<file path="config.mk">
export PLATFORM = sky130hd
export DESIGN_NAME = fetch_unit
export DESIGN_NICKNAME = d
export VERILOG_FILES = /design/src/rtl/fetch_unit_pkg.sv /design/src/rtl/fetch_redirect.sv /design/src/rtl/fetch_unit.sv
export SDC_FILE = /design/constraint.sdc
export NUM_CORES = 1
export LEC_CHECK = 0
export ABC_AREA = 1
export BUFFER_PORTS_ARGS = -buffer_cell sky130_fd_sc_hd__clkbuf_2
export CAP_MARGIN = 20
export CORE_MARGIN = 2
export CORE_UTILIZATION = 43
export CTS_BUF_LIST = sky130_fd_sc_hd__clkbuf_4 sky130_fd_sc_hd__clkbuf_8 sky130_fd_sc_hd__clkbuf_16
export DETAILED_ROUTE_END_ITERATION = 10
export PLACE_DENSITY = 0.72
export SYNTH_ARGS = -nofsm -noshare
export SYNTH_HDL_FRONTEND = slang
export SYNTH_SLANG_ARGS = --single-unit
export TNS_END_PERCENT = 5
</file>
<file path="constraint.sdc">
create_clock -name clk -period 5.4 [get_ports clk]
set_input_delay 1.08 -clock clk [delete_from_list [all_inputs] [get_ports clk]]
set_output_delay 1.08 -clock clk [all_outputs]
set_load 0.1 [all_outputs]
</file>
<file path="src/rtl/fetch_unit_pkg.sv">
// Shared fetch/control definitions: opcode constants, fetch FSM states, default widths.
package fetch_unit_pkg;

  localparam int unsigned ADDR_W_DEF  = 8;
  localparam int unsigned INSTR_W_DEF = 32;

  localparam logic [3:0] OP_NOP = 4'b0000;
  localparam logic [3:0] OP_ALU = 4'b1111;

  typedef enum logic [1:0] {
    StFetch,
    StDrain,
    StHold
  } fetch_state_e;

endpackage

</file>
<file path="src/rtl/fetch_redirect.sv">
// Redirect decision and target select from decoder controls and ALU flags.
module fetch_redirect #(
  parameter int unsigned ADDR_W = 8
) (
  input  logic              branchZero,
  input  logic              branchNeg,
  input  logic              jump,
  input  logic              jumpMem,
  input  logic              zeroFlag,
  input  logic              negFlag,
  input  logic [ADDR_W-1:0] regTarget,
  input  logic [ADDR_W-1:0] memTarget,
  output logic              redirect,
  output logic [ADDR_W-1:0] target
);

  assign redirect = jumpMem | jump | (branchNeg & negFlag) | (branchZero & zeroFlag);
  // jumpMem outranks every regTarget-based redirect
  assign target   = jumpMem ? memTarget : regTarget;

endmodule

</file>
<file path="src/rtl/fetch_unit.sv">
// Instruction fetch stage: PC, imem request handshake, IF/ID register with one-entry skid.
module fetch_unit
  import fetch_unit_pkg::*;
#(
  parameter int unsigned ADDR_W  = ADDR_W_DEF,
  parameter int unsigned INSTR_W = INSTR_W_DEF,
  parameter logic [3:0]  NOP_OP  = OP_NOP
) (
  input  logic               clk,
  input  logic               rst,
  output logic               imem_req,
  output logic [ADDR_W-1:0]  imem_addr,
  input  logic               imem_ack,
  input  logic [INSTR_W-1:0] imem_rdata,
  input  logic               stall,
  input  logic               branchZero,
  input  logic               branchNeg,
  input  logic               jump,
  input  logic               jumpMem,
  input  logic               zeroFlag,
  input  logic               negFlag,
  input  logic [ADDR_W-1:0]  regTarget,
  input  logic [ADDR_W-1:0]  memTarget,
  output logic [INSTR_W-1:0] instr,
  output logic [3:0]         opcode,
  output logic [ADDR_W-1:0]  pcOut,
  output logic               instrValid
);

  fetch_state_e       state_q, state_d;
  logic [ADDR_W-1:0]  pc_q, pc_d;
  logic [ADDR_W-1:0]  tgt_q, tgt_d;
  logic [ADDR_W-1:0]  pc_out_q, pc_out_d;
  logic [ADDR_W-1:0]  skid_pc_q, skid_pc_d;
  logic [INSTR_W-1:0] instr_q, instr_d;
  logic [INSTR_W-1:0] skid_q, skid_d;
  logic               valid_q, valid_d;
  logic               started_q;

  logic              redirect;
  logic [ADDR_W-1:0] target;
  logic              fetch_req;
  logic              ack;

  fetch_redirect #(
    .ADDR_W(ADDR_W)
  ) u_redirect (
    .branchZero(branchZero),
    .branchNeg (branchNeg),
    .jump      (jump),
    .jumpMem   (jumpMem),
    .zeroFlag  (zeroFlag),
    .negFlag   (negFlag),
    .regTarget (regTarget),
    .memTarget (memTarget),
    .redirect  (redirect),
    .target    (target)
  );

  // started_q holds the request low for the first cycle out of reset
  assign fetch_req = started_q && (state_q != StHold);
  assign ack       = imem_ack && fetch_req;

  // Next-state: PC, FSM, IF/ID and skid updates
  always_comb begin
    state_d   = state_q;
    pc_d      = pc_q;
    tgt_d     = tgt_q;
    pc_out_d  = pc_out_q;
    skid_pc_d = skid_pc_q;
    instr_d   = instr_q;
    skid_d    = skid_q;
    valid_d   = valid_q;
    case (state_q)
      StFetch: begin
        if (!started_q) begin
          // No request in flight yet, so a redirect can take effect directly
          if (redirect) begin
            pc_d    = target;
            valid_d = 1'b0;
          end
        end else if (redirect) begin
          valid_d = 1'b0;
          if (ack) begin
            pc_d = target;
          end else begin
            tgt_d   = target;
            state_d = StDrain;
          end
        end else if (ack) begin
          pc_d = pc_q + ADDR_W'(1);
          if (stall) begin
            skid_d    = imem_rdata;
            skid_pc_d = pc_q;
            state_d   = StHold;
          end else begin
            instr_d  = imem_rdata;
            pc_out_d = pc_q;
            valid_d  = 1'b1;
          end
        end else if (!stall) begin
          valid_d = 1'b0;
        end
      end
      StDrain: begin
        // Outstanding wrong-path response is swallowed; newest redirect wins
        if (redirect) begin
          tgt_d   = target;
          valid_d = 1'b0;
        end
        if (ack) begin
          pc_d    = redirect ? target : tgt_q;
          state_d = StFetch;
        end
      end
      StHold: begin
        if (redirect) begin
          pc_d    = target;
          valid_d = 1'b0;
          state_d = StFetch;
        end else if (!stall) begin
          instr_d  = skid_q;
          pc_out_d = skid_pc_q;
          valid_d  = 1'b1;
          state_d  = StFetch;
        end
      end
      default: state_d = StFetch;
    endcase
  end

  // State register for PC, FSM, IF/ID and skid
  always_ff @(posedge clk or posedge rst) begin
    if (rst) begin
      state_q   <= StFetch;
      pc_q      <= '0;
      tgt_q     <= '0;
      pc_out_q  <= '0;
      skid_pc_q <= '0;
      instr_q   <= '0;
      skid_q    <= '0;
      valid_q   <= 1'b0;
      started_q <= 1'b0;
    end else begin
      state_q   <= state_d;
      pc_q      <= pc_d;
      tgt_q     <= tgt_d;
      pc_out_q  <= pc_out_d;
      skid_pc_q <= skid_pc_d;
      instr_q   <= instr_d;
      skid_q    <= skid_d;
      valid_q   <= valid_d;
      started_q <= 1'b1;
    end
  end

  // Outputs; the address stays on pc_q so it is stable for the whole request
  assign imem_req   = fetch_req;
  assign imem_addr  = pc_q;
  assign instr      = instr_q;
  assign pcOut      = pc_out_q;
  assign instrValid = valid_q;
  assign opcode     = valid_q ? instr_q[INSTR_W-1 -: 4] : NOP_OP;

endmodule

</file>
==> flow_summary.yaml, run 1 <==
outcome:
  outcome: "finished clean"
logic_synthesis:
  synth.area.mux_share_pct: 13.8
  ys_seq_elements: 100
  synth_xor_area_share_pct: 0.168
  ys_seq_area_share_pct: 48.1
  synth_warnings: 0
  synth_area_um2: 5210
  synth_compound_area_share_pct: 9.49
  avgSynthCellArea_um2: 8.79
  yosys.area_share.simple_pct: 20.5
  yosys.area_share.adder_pct: 0.961
  syn_inst: 592
  ys_types: 32
  synth_fp_nets: 654
  synth_top_family_by_area: "simple AND/OR/NAND/NOR gates"
flow_run:
  cap_violations: 0
finish:
  fill_cells: 1119
  drive_gt1_share_pct: 24.7
  fin_area_um2: 6110
  syn2layout_area_growth_pct: 17.3
  final_core_util_pct: 51.3
  layout.cells.non_filler: 839
  final_nets: 750
  diodes: 0
placement:
  place_area_um2: 5810
  place_ws_ns: 1.80
  hpwlAfterDp_mm: 8.37
  placed_cells: 823
  gp_congestion: 0.915
  port_buffers: 111
timing:
  tns_ns: 0
  drv_slew: 0
  fin_skew_ns: 0.00750
  setup_viol: 0
  finalCritPeriodShare_pct: 62.1
  rsz0062_at_grt: "no"
  period_needed_ns: 3.35
  tightest_slew_ns: 0.800
  max_slew_margin_pct: 46.6
  final-hold-violation-count: 0
  fin_hold_ws_ns: 0.482
  setup_slack_ns: 2.05
  max_freq_ghz: 0.298
global_routing:
  antenna_found_initial: 0
  grt_overflow: 0
  grt_max_degree: 81
  grt_usage_pct: 18.9
  grt_pass1_vias: 4110
  grt_pass1_wl_mm: 19.5
floorplan:
  core_area_um2: 11900
  die_w_um: 114
  fp.dieH_um: 114
  rows: 40
  ios: 112
  start_util_pct: 43.7
  die-area_um2: 13000
critical_path:
  start_kind: "flop"
  r2r-start: "state_q[0]"
  r2r-end: "skid_q[17]"
  path_class: "flop to primary output"
  crit_slowest_cell: "buf_4"
  crit_path_end_kind: "primary output"
  cp.required_ns: 4.32
  slowest_delay_ns: 0.49
  rrSetupSlack_ns: 2.86
  crit_chain: "inv_1 > ha_2 > buf_4 > nor2_1 > clkbuf_2"
  worst-endpoint-arrival_ns: 2.27
  rr_worst_depth: 7
  crit_fanout: 27
hold_path:
  hold_end: "skid_pc_q[7]"
  hold_class: "flop to flop"
  whs_path_depth: 2
  hold_start: "skid_pc_q[7]"
clock_network:
  postCtsHoldBufs: 0
  clk_pin_slew_worst_paths_ns: 0.07
  cts.sink_count: 100
  htreeDepth: 3
  numCtsBuffers: 9
  postCtsSetupBuffers: 0
  cts_resized: 0
  max-clock-path-buffers: 2
  cts_root_buffer: "clkbuf_16"
  clkLatencyLatePin_ns: 0.35
  cts_tree: "built"
detailed_routing:
  drt-initial-drc-count: 337
  vias: 4290
  wl_per_cell_um: 14.2
  antenna_left: 0
  vias_per_cell: 5.11
  routed_wl_mm: 11.9
  drc: 0
  drt_pass1_iterations: 5
pwr:
  power.total_mw: 3.93
  power.density_nw_per_um2: 643
  p_leak_nw: 3.29
  irDropWorstVdd_uv: 234
where the power goes:
part,internal (mW),switching [mW]
Combinational,0.428,1.65
Clock,0.318,0.279
Sequential,1.03,0.217
Total,1.78,2.15
cell usage after synthesis:
| master | instances | area share [%] |
|---|---|---|
| inv_4 | 1 | 0.12 |
| clkbuf_2 | 3 | 0.29 |
| clkbuf_1 | 9 | 0.65 |
| mux2_4 | 27 | 7.8 |
| conb_1 | 1 | 0.072 |
| xor2_1 | 1 | 0.17 |
| nand4_2 | 1 | 0.24 |
| buf_1 | 2 | 0.14 |
| buf_6 | 5 | 1.1 |
| a21oi_1 | 8 | 0.77 |
| nor2_4 | 1 | 0.22 |
| nor2_1 | 18 | 1.3 |
| nand3_4 | 1 | 0.34 |
| o21ai_0 | 46 | 4.4 |
| inv_1 | 50 | 3.6 |
| nand3_1 | 28 | 2.7 |
| nor2_2 | 3 | 0.36 |
| nor3_1 | 2 | 0.19 |
| nand2_1 | 185 | 13 |
| nor2_8 | 1 | 0.38 |
| o21ai_2 | 1 | 0.17 |
| o21ai_1 | 40 | 3.8 |
| buf_2 | 9 | 0.87 |
| o211ai_1 | 2 | 0.29 |
| ha_1 | 4 | 0.96 |
| nand2_4 | 1 | 0.22 |
| dfrtp_1 | 100 | 48 |
| buf_4 | 1 | 0.14 |
| mux2_2 | 2 | 0.43 |
| mux2i_1 | 29 | 5.6 |
| nand3_2 | 1 | 0.19 |
| nand4_1 | 9 | 1.1 |
critical path, delay by kind of cell (launching register included):
kind | cells | cell delay, ns
buffers and inverters | 3 | 0.98
adders and majority gates | 1 | 0.41
DFF | 1 | 0.40
and+or+nand+nor | 1 | 0.12
final cells by class:
type / instances / area [um2] / area share (%)
clock buffer: 10 / 233 / 3.81
clock inverter: 5 / 38.8 / 0.635
inverter: 51 / 196 / 3.22
multi-input combinational: 412 / 2360 / 38.6
sequential: 100 / 2500 / 41.0
tap: 147 / 184 / 3.01
timing repair buffer: 114 / 598 / 9.79
registers in the layout, indices dropped and copies added (netlist names):
register / flops
state_q: 2
instrValid: 1
pcOut: 8
skid_pc_q: 8
instr: 32
tgt_q: 8
started_q: 1
imem_addr: 8
skid_q: 32
worst max path at each step:
stage                     startpoint            to  slack (ns)
after floorplan                  rst  imem_addr[0]        1.70
after global placement       jumpMem      pcOut[6]        1.95
after detailed placement     jumpMem      instr[5]        1.80
after CTS                 state_q[0]      imem_req        2.03
after global routing      state_q[0]      imem_req        1.91
final                     state_q[0]      imem_req        2.05
per-layer routing:
metal / up-vias / track usage [%] / part of all wire [%]
met2: 126 / 30.0 / 45
met1: 2023 / 25.4 / 48
met5: - / 0 / 0
li1: 2128 / - / -
met4: 0 / 5.04 / 1.2
met3: 13 / 5.42 / 5.3
kinds of logic after synthesis:
family	Yosys count
simple gates	251
flops	100
compound gates	97
buf+inv	80
mux	58
fa+ha+maj	4
other cells	1
xor+xnor	1
placed cells by master, fill, tap and decap left out, drive strengths merged:
master | synthesis | layout
mux2 | 29 | 29
xor2 | 1 | 1
inv | 51 | 52
nand3 | 30 | 30
conb | 1 | 1
a21oi | 8 | 8
nand4 | 10 | 10
clkbuf | 12 | 121
nand2 | 186 | 186
clkinv | 0 | 4
nor3 | 2 | 2
ha | 4 | 4
buf | 17 | 3
nor2 | 23 | 23
o21ai | 87 | 87
dfrtp | 100 | 100
o211ai | 2 | 2
mux2i | 29 | 29
Note: power is estimated with default switching activity, not from simulation.
==> run 2, diff against run 1 <==
PLACE_DENSITY = 0.75   (was 0.72)
clock period = 3 ns   (was 5.4 ns; I/O delays follow)
==> run 2 against run 1 <==
Net effect:
- utilization is 0.35 points higher
- largest power group unchanged
- clock power is 96% higher
- sequential share of layout area is 0.28 points lower
- total power is 83% higher
- die area stayed put
- critical path type is now flop to flop
- largest cell class unchanged
- via count is 1.0% higher
==> flow_summary.yaml, run 2 (synthesized netlist as in run 1, its figures left out) <==
pwr:
  sw_frac_of_total_pct: 54.2
  share_seq_of_total_power_pct: 31.3
  power.density_nw_per_um2: 1170
  pwr-share-comb_pct: 52.4
  switchingPower_mw: 3.90
  p_leak_nw: 3.30
  irDropWorstVdd_uv: 470
  internal_power_mw: 3.29
  power.total_mw: 7.18
  clkPwrFrac_pct: 16.3
placement:
  port_buffers: 111
  place_area_um2: 5850
  placed_cells: 827
  gp_congestion: 0.886
  hpwlAfterDp_mm: 8.52
finish:
  syn2layout_area_growth_pct: 18.1
  drive_gt1_share_pct: 25.1
  fin_area_um2: 6150
  layout.cells.non_filler: 843
  layout_commonest_cell: "nand2_1"
  diodes: 0
  fill_cells: 1127
  final_nets: 753
  mostFrequentLayoutCells: "nand2_1, clkbuf_2, dfrtp_1"
floorplan:
  die_w_um: 114
  start_util_pct: 43.7
  core_area_um2: 11900
  die-area_um2: 13000
  rows: 40
  fp.dieH_um: 114
  ios: 112
timing:
  drv_slew: 0
  tightest_slew_ns: 0.822
  tns_ns: 0
  max_freq_ghz: 0.409
  max_slew_margin_pct: 45.1
  setup_viol: 0
  finalCritPeriodShare_pct: 81.4
  fin_skew_ns: 0.00908
  rsz0062_at_grt: "no"
  final-hold-violation-count: 0
  period_needed_ns: 2.44
critical_path:
  crit_fanout: 14
  rrSetupSlack_ns: 0.56
  path_class: "flop to flop"
  crit_path_end_kind: "flop"
  worst-endpoint-arrival_ns: 2.69
  r2r-start: "state_q[0]"
  rr_worst_depth: 9
  r2r-end: "imem_addr[5]"
  start_kind: "flop"
  cp.required_ns: 3.24
flow_run:
  cap_violations: 0
clock_network:
  cts_resized: 0
  max-clock-path-buffers: 2
  postCtsSetupBuffers: 0
  clkLatencyLatePin_ns: 0.35
  htreeDepth: 3
  cts_tree: "built"
  numCtsBuffers: 9
  postCtsHoldBufs: 0
  clk_pin_slew_worst_paths_ns: 0.07
  cts_root_buffer: "clkbuf_16"
  cts.sink_count: 100
detailed_routing:
  wl_per_cell_um: 14.3
  drt_pass1_iterations: 5
  antenna_left: 0
  routed_wl_mm: 12.1
  vias_per_cell: 5.14
  drc: 0
  drt-initial-drc-count: 330
  vias: 4333
global_routing:
  grt_pass1_vias: 4166
  grt_max_degree: 56
  antenna_found_initial: 0
  grt_usage_pct: 19.6
  grt_overflow: 0
  grt_pass1_wl_mm: 20.4
outcome:
  outcome: "finished clean"
hold_path:
  hold_class: "primary input to asynchronous set/reset pin"
[run 2: worst max-delay path: stages, from the launching register on]
cell,delay (ns)
dfrtp_1,0.38
inv_1,0.08
ha_1,0.56
inv_1,0.20
nand2_1,0.15
nand2_1,0.07
nor2_2,0.51
inv_1,0.21
nand2_1,0.11
nand2_1,0.05
[run 2: power by group through the flow]
stage | registers [mW] | logic (mW) | clock network (mW)
final | 2.25 | 3.76 | 1.17
after global routing | 2.32 | 4.01 | 1.24
after CTS | 2.25 | 3.77 | 1.19
after detailed placement | 2.26 | 3.76 | 0
after global placement | 2.24 | 3.70 | 0
after floorplan | 4.08 | 1.23 | 0
[run 2: per-stage QoR]
stage	worst slack [ns]	utilization, %	hold WS (ns)
2_1_floorplan	0.120	-	0.448
3_3_place_gp	0.554	49.1	0.461
3_5_place_dp	0.440	49.1	0.469
4_1_cts	0.592	51.6	0.399
5_1_grt	0.312	51.6	0.461
6_report	0.557	51.6	0.388
[run 2: worst max path at each step]
stage                          start           end  slack (ns)  cells past startpoint
after floorplan           state_q[0]      imem_req        0.12                      5
after global placement       jumpMem     instr[30]        0.55                      8
after detailed placement     jumpMem     instr[28]        0.44                      8
after CTS                 state_q[0]  imem_addr[5]        0.59                      9
after global routing      state_q[0]  imem_addr[7]        0.31                      9
final                     state_q[0]  imem_addr[5]        0.56                      9
[run 2: area by class of cell]
class / instances / area [um2] / share of cell area (%)
flip-flops and latches: 100 / 2500 / 40.7
multi-input cells: 412 / 2360 / 38.3
repair buffers: 117 / 613 / 9.97
clock buffers: 10 / 233 / 3.78
inverters: 51 / 198 / 3.21
well taps: 147 / 184 / 2.99
clock inverters: 6 / 63.8 / 1.04
[run 2: per-layer routing]
layer / up-vias / track usage [%] / part of all wire, %
met1: 1996 / 27.2 / 46
met2: 180 / 30.5 / 45
met5: - / 0 / 0
li1: 2129 / - / -
met3: 28 / 4.46 / 7.2
met4: 0 / 6.75 / 1.9
==> run 3, diff against run 2 <==
ABC_AREA = 0   (was 1)
PLACE_DENSITY = 0.73   (was 0.75)
clock period = 2.4 ns   (was 3 ns; I/O delays follow)
==> run 3 against run 2 <==
Net effect:
- critical path depth is 3 lower
- area after synthesis is 3.8% lower
- wire length is 7.6% lower
- flip-flop and latch count stayed put
- fmax is 10% higher
- sequential share of layout area is 0.94 points higher
- count of clock-buffer cells in the layout is 1 higher
- utilization is 1.2 points higher
- cell count is 18% lower
- critical path type unchanged
- highest routed layer unchanged
==> flow_summary.yaml, run 3 <==
logic_synthesis:
  synthTopCellsByArea: "dfrtp_1, mux2_4, mux2i_1"
  avgSynthCellArea_um2: 11.2
  synth_warnings: 0
  synth_most_common_cell: "dfrtp_1"
  synth-main-ff-cell: "dfrtp_1"
  synth_edf_count: 0
  ys_seq_area_share_pct: 50.0
  yosys.area.top_type: "dfrtp_1"
  synth_area_um2: 5010
  synth_fp_nets: 508
  synthTopCellsByCount: "dfrtp_1, nor2_1, mux2i_1, a21oi_1, mux2_4"
  synth_top_area_share_pct: 50.0
  ys_types: 48
  async_flop_share_pct: 100
  syn_inst: 446
  ys_seq_elements: 100
outcome:
  outcome: "finished clean"
floorplan:
  ios: 112
  rows: 39
  start_util_pct: 44.1
  core_area_um2: 11400
  die_w_um: 112
  die-area_um2: 12500
  fp.dieH_um: 112
timing:
  final-hold-violation-count: 0
  period_needed_ns: 2.22
  finalCritPeriodShare_pct: 92.5
  drv_slew: 0
  setup_viol: 0
  max_slew_margin_pct: 62.1
  max_freq_ghz: 0.451
  fin_skew_ns: 0.00658
  tightest_slew_ns: 0.572
  rsz0062_at_grt: "no"
critical_path:
  crit_chain: "inv_1 > ha_1 > nand2_1 > or3_2 > buf_12 > mux2_4"
  cp.required_ns: 2.62
  startpoint: "state_q[0]"
  crit_fanout: 42
  rrSetupSlack_ns: 0.18
  path_depth: 6
  slowest_delay_ns: 0.52
  worst-endpoint-arrival_ns: 2.44
  critPathBufInv: 2
  crit_slowest_cell: "or3_2"
  crit_path_end_kind: "flop"
  rr_worst_depth: 6
  r2r-start: "state_q[0]"
  cpLargestDelayFamily: "simple AND/OR/NAND/NOR gates"
  start_kind: "flop"
  path_class: "flop to flop"
detailed_routing:
  drt-initial-drc-count: 239
  vias: 3759
  drt_pass1_iterations: 5
  drc: 0
  wl_per_cell_um: 16.1
  routed_wl_mm: 11.2
  antenna_left: 0
  vias_per_cell: 5.41
global_routing:
  antenna_found_initial: 0
  grt_overflow: 0
  grt_max_degree: 101
  grt_pass1_wl_mm: 18.8
  grt_pass1_vias: 3743
  grt_usage_pct: 18.7
clock_network:
  cts.sink_count: 100
  postCtsSetupBuffers: 0
  clkLatencyLatePin_ns: 0.34
  clk_pin_slew_worst_paths_ns: 0.07
  max-clock-path-buffers: 2
  postCtsHoldBufs: 0
  cts_root_buffer: "clkbuf_16"
  htreeDepth: 3
  numCtsBuffers: 9
  cts_tree: "built"
  cts_resized: 0
finish:
  final_nets: 609
  drive_gt1_share_pct: 33.9
  layout_commonest_cell: "clkbuf_2"
  fin_area_um2: 6010
  syn2layout_area_growth_pct: 20.0
  diodes: 0
  multi_input_area_um2: 2290
  mostFrequentLayoutCells: "clkbuf_2, dfrtp_1, nor2_1"
  seqCellArea_um2: 2500
  fill_cells: 999
flow_run:
  cap_violations: 0
placement:
  port_buffers: 111
  place_area_um2: 5680
  gp_congestion: 0.846
  hpwlAfterDp_mm: 7.64
hold_path:
  hold_class: "primary input to asynchronous set/reset pin"
-- run 3: changes by cell type after synthesis, sizes merged, moves of 6 or more --
cell / before / now
a32o: 0 / 6
mux2i: 29 / 49
nand4: 10 / 3
o21ai: 87 / 22
nand3: 30 / 4
inv: 51 / 7
a21oi: 8 / 45
nor2: 23 / 54
nand2: 186 / 29
mux2: 29 / 41
-- run 3: final cells by class --
class                   instances  area share, %
multi-input cells             306           38.1
clock inverters                 5           1.37
inverters                       7          0.500
clock buffers                  11           4.10
flip-flops and latches        100           41.6
repair buffers                123           11.4
well taps                     143           2.98
-- run 3: worst paths after layout --
path	endpoint
setup / recovery	skid_q[8]
hold / removal	instr[21]
setup reg to reg	skid_q[8]
hold reg to reg	tgt_q[3]
max in group asynchronous	instr[27]
min in group clk	skid_q[25]
-- run 3: cells by family (layout without fill, tap and decap cells) --
| logic type | after synthesis | after routing | synth area share [%] |
|---|---|---|---|
| AO/OA/AOI/OAI | 101 | 101 | 12.6 |
| flip-flops | 100 | 100 | 50.0 |
| multiplexers | 90 | 90 | 21.8 |
| XOR/XNOR | 7 | 7 | 1.22 |
| adder cells (fa/ha/maj) | 4 | 4 | 0.999 |
| other | 1 | 1 | 0.0749 |
| buffers and inverters | 40 | 146 | 4.57 |
| AND/OR/NAND/NOR | 103 | 103 | 8.77 |
-- run 3: layer usage --
layer  wire length, um  up-vias  part of all wire [%]  GRT usage (%)
li1                  -     1773                     -              -
met1              5190     1843                    46           26.6
met5                 0        -                     0              0
met3               556       19                   5.0           3.54
met4               199        0                   1.8           6.83
met2              5230      124                    47           28.6
-- run 3: worst reg2reg max path: stages (launching register included) --
cell and delay (ns):
dfrtp_1 0.41, inv_1 0.11, ha_1 0.32, nand2_1 0.16
or3_2 0.52, buf_12 0.24, mux2_4 0.34
-- run 3: stage by stage --
stage	worst slack, ns	hold slack (ns)	utilization, %	cells	setup TNS, ns
3_3_place_gp	0.272	0.461	50.0	679	0
3_5_place_dp	0.214	0.467	50.0	679	0
6_report	0.181	0.261	52.9	695	0
2_1_floorplan	-0.577	0.445	-	446	-0.577
4_1_cts	0.214	0.304	52.9	695	0
5_1_grt	0.0546	0.319	52.9	695	0
Power of run 3 is left out: the tool's default activity adds up to more than one toggle a clock period on the data nets, which glitch-free logic cannot reach.
